===== src/rtl/mem_stage_ctrl_pkg.sv =====
// Shared pipeline definitions for the MEM stage: control-bit positions
// inside the EX/MEM control fields and the access FSM encoding.
package mem_stage_ctrl_pkg;

   // M field bit positions
   localparam int unsigned MEMREAD  = 1;
   localparam int unsigned MEMWRITE = 0;
   // WB field bit positions
   localparam int unsigned REGWRITE = 1;
   localparam int unsigned MEMTOREG = 0;

   typedef enum logic {
      IDLE = 1'b0,
      REQ  = 1'b1
   } state_t;

endpackage


===== src/rtl/mem_stage_ctrl_if.sv =====
// Data-memory request/acknowledge bus between the MEM stage and memory.
// Handshake: mem_req_o stays high with stable mem_we_o/mem_addr_o/mem_wdata_o until a cycle with
// mem_ack_i high; read data in mem_rdata_i is valid in that same cycle, and the access retires on that edge.
interface mem_stage_ctrl_if;
   logic        mem_req_o;
   logic        mem_we_o;
   logic [31:0] mem_addr_o;
   logic [31:0] mem_wdata_o;
   logic        mem_ack_i;
   logic [31:0] mem_rdata_i;

   modport master (
      output mem_req_o, mem_we_o, mem_addr_o, mem_wdata_o,
      input  mem_ack_i, mem_rdata_i
   );

   modport slave (
      input  mem_req_o, mem_we_o, mem_addr_o, mem_wdata_o,
      output mem_ack_i, mem_rdata_i
   );
endinterface


===== src/rtl/mem_stage_ctrl_mem_wb_reg.sv =====
// MEM/WB pipeline register; bubble_i loads an all-zero (no-op) entry.
module mem_wb_reg (
   input  logic        clk_i,
   input  logic        rst_i,
   input  logic        bubble_i,
   input  logic [1:0]  wb_d,
   input  logic [31:0] alu_d,
   input  logic [4:0]  rd_d,
   input  logic [31:0] rdata_d,
   output logic [1:0]  wb_q,
   output logic [31:0] alu_q,
   output logic [4:0]  rd_q,
   output logic [31:0] rdata_q
);

   always_ff @(posedge clk_i or negedge rst_i) begin
      if (!rst_i) begin
         wb_q    <= '0;
         alu_q   <= '0;
         rd_q    <= '0;
         rdata_q <= '0;
      end else if (bubble_i) begin
         wb_q    <= '0;
         alu_q   <= '0;
         rd_q    <= '0;
         rdata_q <= '0;
      end else begin
         wb_q    <= wb_d;
         alu_q   <= alu_d;
         rd_q    <= rd_d;
         rdata_q <= rdata_d;
      end
   end

endmodule


===== src/rtl/mem_stage_ctrl.sv =====
// MEM stage: decodes M controls, runs a multi-cycle memory handshake with
// timeout, stalls the front of the pipeline and feeds the MEM/WB register.
module mem_stage_ctrl
   import mem_stage_ctrl_pkg::*;
#(
   parameter int unsigned TIMEOUT  = 64,
   parameter logic [31:0] ERR_DATA = 32'hDEADBEEF
) (
   input  logic                   clk_i,
   input  logic                   rst_i,
   input  logic [1:0]             WB_i,
   input  logic [1:0]             M_i,
   input  logic [31:0]            addr_i,
   input  logic [31:0]            data_i,
   input  logic [4:0]             rd_i,
   mem_stage_ctrl_if.master       mem,
   output logic                   stall_o,
   output logic                   err_o,
   output logic [1:0]             WB_o,
   output logic [31:0]            rdata_o,
   output logic [31:0]            alu_o,
   output logic [4:0]             rd_o,
   output state_t                 dbg_state_o
);

   localparam int unsigned CW = $clog2(TIMEOUT) + 1;

   state_t        state_q, state_d;
   logic [CW-1:0] cnt_q;
   logic          hold_we_q;
   logic [31:0]   hold_addr_q, hold_data_q;
   logic [1:0]    hold_wb_q;
   logic [4:0]    hold_rd_q;
   logic          err_q;

   logic          acc, timeout_hit;
   logic          stall_c, bubble, hold_load, cnt_inc, set_err;
   logic [1:0]    wb_d;
   logic [31:0]   alu_d, rdata_d;
   logic [4:0]    rd_d;

   assign acc         = M_i[MEMREAD] | M_i[MEMWRITE];
   assign timeout_hit = (cnt_q == CW'(TIMEOUT - 1));

   always_comb begin
      state_d       = state_q;
      stall_c       = 1'b0;
      bubble        = 1'b1;
      hold_load     = 1'b0;
      cnt_inc       = 1'b0;
      set_err       = 1'b0;
      wb_d          = '0;
      alu_d         = '0;
      rd_d          = '0;
      rdata_d       = '0;
      mem.mem_req_o = 1'b0;
      mem.mem_we_o  = 1'b0;
      unique case (state_q)
         IDLE: begin
            if (acc) begin
               stall_c   = 1'b1;
               hold_load = 1'b1;
               state_d   = REQ;
            end else begin
               bubble = 1'b0;
               wb_d   = WB_i;
               alu_d  = addr_i;
               rd_d   = rd_i;
            end
         end
         REQ: begin
            mem.mem_req_o = 1'b1;
            mem.mem_we_o  = hold_we_q;
            // An ack in the final allowed cycle still counts as a normal completion.
            if (mem.mem_ack_i || timeout_hit) begin
               bubble  = 1'b0;
               wb_d    = hold_wb_q;
               alu_d   = hold_addr_q;
               rd_d    = hold_rd_q;
               set_err = !mem.mem_ack_i;
               if (!mem.mem_ack_i) rdata_d = ERR_DATA;
               else if (!hold_we_q) rdata_d = mem.mem_rdata_i;
               state_d = IDLE;
            end else begin
               stall_c = 1'b1;
               cnt_inc = 1'b1;
            end
         end
         default: state_d = IDLE;
      endcase
   end

   always_ff @(posedge clk_i or negedge rst_i) begin
      if (!rst_i) begin
         state_q     <= IDLE;
         cnt_q       <= '0;
         hold_we_q   <= 1'b0;
         hold_addr_q <= '0;
         hold_data_q <= '0;
         hold_wb_q   <= '0;
         hold_rd_q   <= '0;
         err_q       <= 1'b0;
      end else begin
         state_q <= state_d;
         if (hold_load) begin
            hold_we_q   <= M_i[MEMWRITE];
            hold_addr_q <= addr_i;
            hold_data_q <= data_i;
            hold_wb_q   <= WB_i;
            hold_rd_q   <= rd_i;
            cnt_q       <= '0;
         end else if (cnt_inc) begin
            cnt_q <= cnt_q + CW'(1);
         end
         if (set_err) err_q <= 1'b1;
      end
   end

   // Reset must silence the stall even while EX/MEM still presents an access.
   assign stall_o         = rst_i & stall_c;
   assign err_o           = err_q;
   assign mem.mem_addr_o  = hold_addr_q;
   assign mem.mem_wdata_o = hold_data_q;
   assign dbg_state_o     = state_q;

   mem_wb_reg u_mem_wb (
      .clk_i    (clk_i),
      .rst_i    (rst_i),
      .bubble_i (bubble),
      .wb_d     (wb_d),
      .alu_d    (alu_d),
      .rd_d     (rd_d),
      .rdata_d  (rdata_d),
      .wb_q     (WB_o),
      .alu_q    (alu_o),
      .rd_q     (rd_o),
      .rdata_q  (rdata_o)
   );

endmodule

===== src/flat_wrapper.sv =====
// flat-port wrapper written by rule: the top's interface ports become plain ports
module mem_stage_ctrl_flat import mem_stage_ctrl_pkg::*;
#(
   parameter int unsigned TIMEOUT  = 64,
   parameter logic [31:0] ERR_DATA = 32'hDEADBEEF
)
  (clk_i, rst_i, WB_i, M_i, addr_i, data_i, rd_i, stall_o, err_o, WB_o, rdata_o, alu_o, rd_o, dbg_state_o, mem_mem_req_o, mem_mem_we_o, mem_mem_addr_o, mem_mem_wdata_o, mem_mem_ack_i, mem_mem_rdata_i);
  mem_stage_ctrl_if mem_i ();
  input  logic clk_i;
  input  logic rst_i;
  input  logic [1:0] WB_i;
  input  logic [1:0] M_i;
  input  logic [31:0] addr_i;
  input  logic [31:0] data_i;
  input  logic [4:0] rd_i;
  output logic stall_o;
  output logic err_o;
  output logic [1:0] WB_o;
  output logic [31:0] rdata_o;
  output logic [31:0] alu_o;
  output logic [4:0] rd_o;
  output state_t dbg_state_o;
  output wire logic [$bits(mem_i.mem_req_o)-1:0] mem_mem_req_o;
  output wire logic [$bits(mem_i.mem_we_o)-1:0] mem_mem_we_o;
  output wire logic [$bits(mem_i.mem_addr_o)-1:0] mem_mem_addr_o;
  output wire logic [$bits(mem_i.mem_wdata_o)-1:0] mem_mem_wdata_o;
  input wire logic [$bits(mem_i.mem_ack_i)-1:0] mem_mem_ack_i;
  input wire logic [$bits(mem_i.mem_rdata_i)-1:0] mem_mem_rdata_i;
  assign mem_mem_req_o = mem_i.mem_req_o;
  assign mem_mem_we_o = mem_i.mem_we_o;
  assign mem_mem_addr_o = mem_i.mem_addr_o;
  assign mem_mem_wdata_o = mem_i.mem_wdata_o;
  assign mem_i.mem_ack_i = mem_mem_ack_i;
  assign mem_i.mem_rdata_i = mem_mem_rdata_i;
  mem_stage_ctrl #(.TIMEOUT(TIMEOUT), .ERR_DATA(ERR_DATA)) u_core (.clk_i(clk_i), .rst_i(rst_i), .WB_i(WB_i), .M_i(M_i), .addr_i(addr_i), .data_i(data_i), .rd_i(rd_i), .mem(mem_i), .stall_o(stall_o), .err_o(err_o), .WB_o(WB_o), .rdata_o(rdata_o), .alu_o(alu_o), .rd_o(rd_o), .dbg_state_o(dbg_state_o));
endmodule

===== config.mk =====
export PLATFORM = sky130hd
export DESIGN_NAME = mem_stage_ctrl_flat
export DESIGN_NICKNAME = d
export VERILOG_FILES = /design/src/rtl/mem_stage_ctrl_pkg.sv /design/src/rtl/mem_stage_ctrl_if.sv /design/src/rtl/mem_stage_ctrl_mem_wb_reg.sv /design/src/rtl/mem_stage_ctrl.sv /design/src/flat_wrapper.sv
export SDC_FILE = /design/constraint.sdc
export NUM_CORES = 1
export LEC_CHECK = 0
export ABC_AREA = 1
export CORE_ASPECT_RATIO = 1.5
export CORE_MARGIN = 1
export CORE_UTILIZATION = 44
export DETAILED_ROUTE_END_ITERATION = 8
export PLACE_DENSITY = 0.91
export SLEW_MARGIN = 40
export SYNTH_ARGS = -nofsm -noshare
export SYNTH_HDL_FRONTEND = slang
export SYNTH_HIERARCHICAL = 1
export SYNTH_SLANG_ARGS = --single-unit

===== constraint.sdc =====
create_clock -name clk_i -period 2.35 [get_ports clk_i]
set_clock_uncertainty 0.1 [all_clocks]
set_input_delay 0.705 -clock clk_i [delete_from_list [all_inputs] [get_ports clk_i]]
set_output_delay 0.705 -clock clk_i [all_outputs]
set_load 0.01 [all_outputs]

Yosys cells after proc, flatten, opt, wreduce, memory -nomap -nowiden
Cells that the tools add are included.

storage, ports and cells
  flip-flop bits (word level) = 152
  output and inout bits = 140
  bits of input ports = 108
  logic and storage cells = 48

operators by class
  add/sub/neg operators = 1
  mux-type cells = 28
  bitwise logic cells = 3
  reductions and logical operators = 3
  equality and inequality tests = 1

operators with widths
  cell                 number
  $mux 32              8
  $pmux 32 s2          1
  $mux 5               3
  $mux 7               2
  $pmux 5 s2           1
  $mux 1               8
  $add 7x1->7 const B  1
  $eq 7x6->1 const B   1
  $mux 2               3
  $pmux 2 s2           1
  $pmux 1 s2           1
  $reduce_bool 2->1    1
  $and 1x1->1          1
  $logic_not 1->1      1
  $logic_or 1x1->1     1
  $not 1->1            1
  $or 1x1->1           1

Longest topological paths before layout
  word-level depth = 6
  depth in mapped cells = 11
  mapped depth without buffers = 9

Hierarchy
Netlist, hierarchy kept.

by module, submodules not included
  module          area an instance (sq um)  cells each  times used  sequential area each (sq um)
  mem_stage_ctrl  4149.0                    576         1           2026.9
  mem_wb_reg      2399.8                    221         1           1776.7

Worst setup path before layout
OpenSTA, ideal clock, no wires.

  path kind = in2out
  start point = input M_i[0]
  end point = output stall_o
  buffers on the path = 1
  stages = 5
  arrival time = 1.360 ns
  required time = 1.545 ns
  path slack = 0.185 ns
  cells stage by stage = nor2_2 -> nor2_4 -> inv_2 -> buf_2 -> a21boi_1

between the ends
  cells in the longest elaborated chain, start to end = 4

ends and longest elaborated chain
  what         line                   RTL
  from (decl)  flat_wrapper.sv:12     input logic [1:0] M_i;
  $or 1x1->1   mem_stage_ctrl.sv:42   assign acc = M_i[MEMREAD] | M_i[MEMWRITE];
  $mux 1       mem_stage_ctrl.sv:60   if (acc) begin
  $pmux 1 s2   mem_stage_ctrl.sv:58   unique case (state_q)
  $and 1x1->1  mem_stage_ctrl.sv:120  assign stall_o = rst_i & stall_c;
  to (decl)    flat_wrapper.sv:16     output logic stall_o;

No other way between the ends.

Final worst setup path
  start point = register u_core.state_q, in the netlist u_core/dbg_state_o
  end point = output mem_mem_req_o

between the ends
  cells in the longest elaborated chain, start to end = 1

ends and longest elaborated chain
  what                    line                   RTL
  from (decl)             mem_stage_ctrl.sv:28   state_t state_q, state_d;
  from (signal assigned)  mem_stage_ctrl.sv:104  state_q <= state_d;
  $mux 1                  mem_stage_ctrl.sv:58
  to (decl)               flat_wrapper.sv:23     output wire logic [$bits(mem_i.mem_req_o)-1:0] mem_mem_req_o;

No other way between the ends.

==> run_results.csv <==
group,metric,value,unit
timing,drv_slew,0,
floorplan,die_w,102,um
global_routing,antenna_found_initial,0,
timing,worst_slew_pin_slew,775,ps
logic_synthesis,yosys_warnings,6,
pwr,p_leak,5.02,nW
critical_path,cp_data_required_time,1540,ps
critical_path,crit_fanout,6,
logic_synthesis,synth-seq-area-share,58.1,%
timing,timing.fmax,435,MHz
logic_synthesis,synthDistinctLibCells,24,
cells_and_area,fin_util,68.6,%
logic_synthesis,synth_seq_cells,152,
floorplan,fp.dieH,151,um
logic_synthesis,synth.area.top_cells,"dfrtp_1 (58%), nand2_1 (18%), inv_1 (6.5%)",
pwr,finalPower,9.39,mW
clocking,cts_hold_buf,0,
cells_and_area,final_common_cell,"nand2_1",
logic_synthesis,synth-edff-count,0,
timing,hold_violations,0,
cells_and_area,final_cell_mix,"nand2_1 (312), clkdlybuf4s50_1 (241), dfrtp_1 (151)",
routing,via_per_inst,4.73,
clocking,cts_root_buffer,"clkbuf_16",
pwr,power_density,943,mW/mm^2
pwr,switchingPower,2.93,mW
routing,drt_wl_total,18.3,mm
logic_synthesis,syn_inst,797,
cells_and_area,layout-drive-gt1-share,8.18,%
global_routing,grt_usage,24.6,%
critical_path,critPathKind,"reg2out",
clocking,cts_made_buffers,17,
logic_synthesis,synth_top_area_share,58.1,%
pwr,power_frac_comb,31.8,%
clocking,cts.clk_slew.worst_paths,60,ps
pwr,clkPwrFrac,30.4,%
clocking,htreeDepth,4,
routing,drc,0,
place,placed_cell_area,0.00929,sq mm
critical_path,critPathLaunchType,"flop",
floorplan,die_area,0.0154,sq mm
status,status,"complete, no violations",
timing,fin_crit_sh,97.9,%
floorplan,core_area,0.0145,sq mm
place,port_buffers,247,
logic_synthesis,synth_nets,906,
global_routing,first_global_vias,6074,
place,routabilityCongestion,0.808,
timing,setup_viol,0,
place,dp.final_hpwl,12.4,mm
routing,drt_pass1_iterations,5,
pwr,ir_drop,1.07,mV
cells_and_area,nNetsFinal,1161,
logic_synthesis,yosys_most_used_dff,"dfrtp_1",
clocking,clk_path_buf_depth,2,
timing,slew_headroom,48.3,%
floorplan,std_cell_rows,54,
pwr,swShare,31.2,%
cells_and_area,nFillCells,1067,
logic_synthesis,yosysTopAreaCell,"dfrtp_1",
cells_and_area,diodes,0,
timing,tns,0,ps
global_routing,grt_pass1_wl,28.6,mm
routing,routedWlPerCell,14.5,um
cells_and_area,synthToLayoutAreaGrowth,52.1,%
pwr,p_int,6.46,mW
logic_synthesis,synthArstFlopShare,100,%
critical_path,cp-end-kind,"output pin",
floorplan,start_util,45.1,%
timing,rsz0062_at_grt,"yes",
logic_synthesis,syn-cell-area,0.00655,sq mm
clocking,cts_tree,"yes",
clocking,clkLatencyLatePin,410,ps
global_routing,grt_max_degree,102,
cells_and_area,multi_input_area,0.00206,sq mm
logic_synthesis,synth_area_per_cell,8.22,sq um
floorplan,io-pin-count,248,
run,drv_cap,0,
pwr,p_seq_share,37.8,%
global_routing,overflow,0,
routing,final_antenna_net_count,0,
cells_and_area,stdcell_area,0.00996,sq mm
cells_and_area,regArea,0.00380,sq mm
routing,routed-via-count,5959,
min_path,min_path_type,"reg2reg",
timing,hold_ws,370,ps
clocking,cts_sinks,152,
timing,min_period,2300,ps
routing,initialDrtViolationCount,257,
critical_path,cp.arrival,1490,ps
critical path: stages, from the launching register on:
cell and delay, ps:
dfrtp_2 390, buf_4 150, clkdlybuf4s50_1 550
cell type report:
class                   count  share of cell area [%]
multi-input cells         487                    20.7
clock buffers              18                    4.41
clock inverters            12                    1.77
inverters                 116                    4.37
well taps                 196                    2.46
flip-flops and latches    152                    38.2
repair buffers            278                    28.1
cell families (layout without fill, tap and decap cells):
kind of cell / after synthesis / in the layout / share of synthesized area [%]
AOI/OAI and AO/OA: 30 / 30 / 2.41
xor gates and xnor gates: 1 / 1 / 0.134
adders and majority gates: 1 / 1 / 0.191
buffers and inverters: 158 / 424 / 10.9
DFF: 152 / 152 / 58.1
and+or+nand+nor: 455 / 455 / 28.2
what timing repair did:
action,CTS,global route
pin swaps,1,3
setup endpoints to repair,76,1
buffers inserted,1,4
gates resized for setup,8,6
worst paths after layout:
| kind | startpoint | to | slack, ps | depth (start not counted) |
|---|---|---|---|---|
| setup / recovery | u_core/dbg_state_o$_DFF_PN0_ | mem_mem_req_o | 50 | 2 |
| hold / removal | u_core/mem.mem_wdata_o[12]$_DFFE_PN0P_ | u_core/mem.mem_wdata_o[12]$_DFFE_PN0P_ | 370 | 2 |
| setup reg to reg | u_core/dbg_state_o$_DFF_PN0_ | u_core/u_mem_wb/alu_q[14]$_DFF_PN0_ | 440 | 7 |
| hold reg to reg | u_core/mem.mem_wdata_o[12]$_DFFE_PN0P_ | u_core/mem.mem_wdata_o[12]$_DFFE_PN0P_ | 370 | 2 |
| max in group asynchronous | rst_i | u_core/dbg_state_o$_DFF_PN0_ | 1220 | 3 |
| min in group asynchronous | rst_i | u_core/u_mem_wb/wb_q[0]$_DFF_PN0_ | 410 | 3 |
synth_stat cells (2+ instances only):
cell      count
buf_2        20
o21ai_0      26
nand3_1      40
nor2_2        3
inv_2         2
inv_1       114
nor2_1       83
nand2_1     314
buf_4         4
clkbuf_1      6
buf_1         2
buf_6         9
nand3_2      11
nand2_2       2
dfrtp_1     152
per-stage QoR:
| step | std cells | setup WS, ps |
|---|---|---|
| 2_1_floorplan | 797 | 185 |
| 3_3_place_gp | 1224 | -540 |
| 3_5_place_dp | 1224 | -542 |
| 4_1_cts | 1255 | 4.46 |
| 5_1_grt | 1259 | -37.7 |
| 6_report | 1259 | 50.4 |
sequential cells by signal, summed over array words and instances, names as in the netlist:
| name | flops |
|---|---|
| u_core/err_o | 1 |
| u_core/cnt_q | 7 |
| u_core/mem.mem_addr_o | 32 |
| u_core/hold_rd_q | 5 |
| u_core/hold_we_q | 1 |
| u_core/dbg_state_o | 1 |
| u_core/u_mem_wb/alu_q | 32 |
| u_core/u_mem_wb/wb_q | 2 |
| u_core/u_mem_wb/rd_q | 5 |
| u_core/u_mem_wb/rdata_q | 32 |
| u_core/hold_wb_q | 2 |
| u_core/mem.mem_wdata_o | 32 |
power by group through the flow:
stage               combinational [mW]  clock, mW  sequential (mW)
detailed placement                2.96          0             3.58
CTS                               2.98       2.90             3.55
global route                      3.27       3.00             3.62
floorplan                         1.09          0             3.79
finish                            2.98       2.86             3.55
global placement                  2.88          0             3.57
routing by layer:
| layer | vias to the layer above | global-route usage, % | routed length (um) |
|---|---|---|---|
| li1 | 2849 | - | - |
| met1 | 2795 | 25.9 | 6460 |
| met2 | 265 | 44.3 | 9870 |
| met3 | 50 | 6.14 | 1310 |
| met4 | 0 | 13.1 | 659 |
| met5 | - | 0 | 0 |
Power figures use the tool's default switching activity.
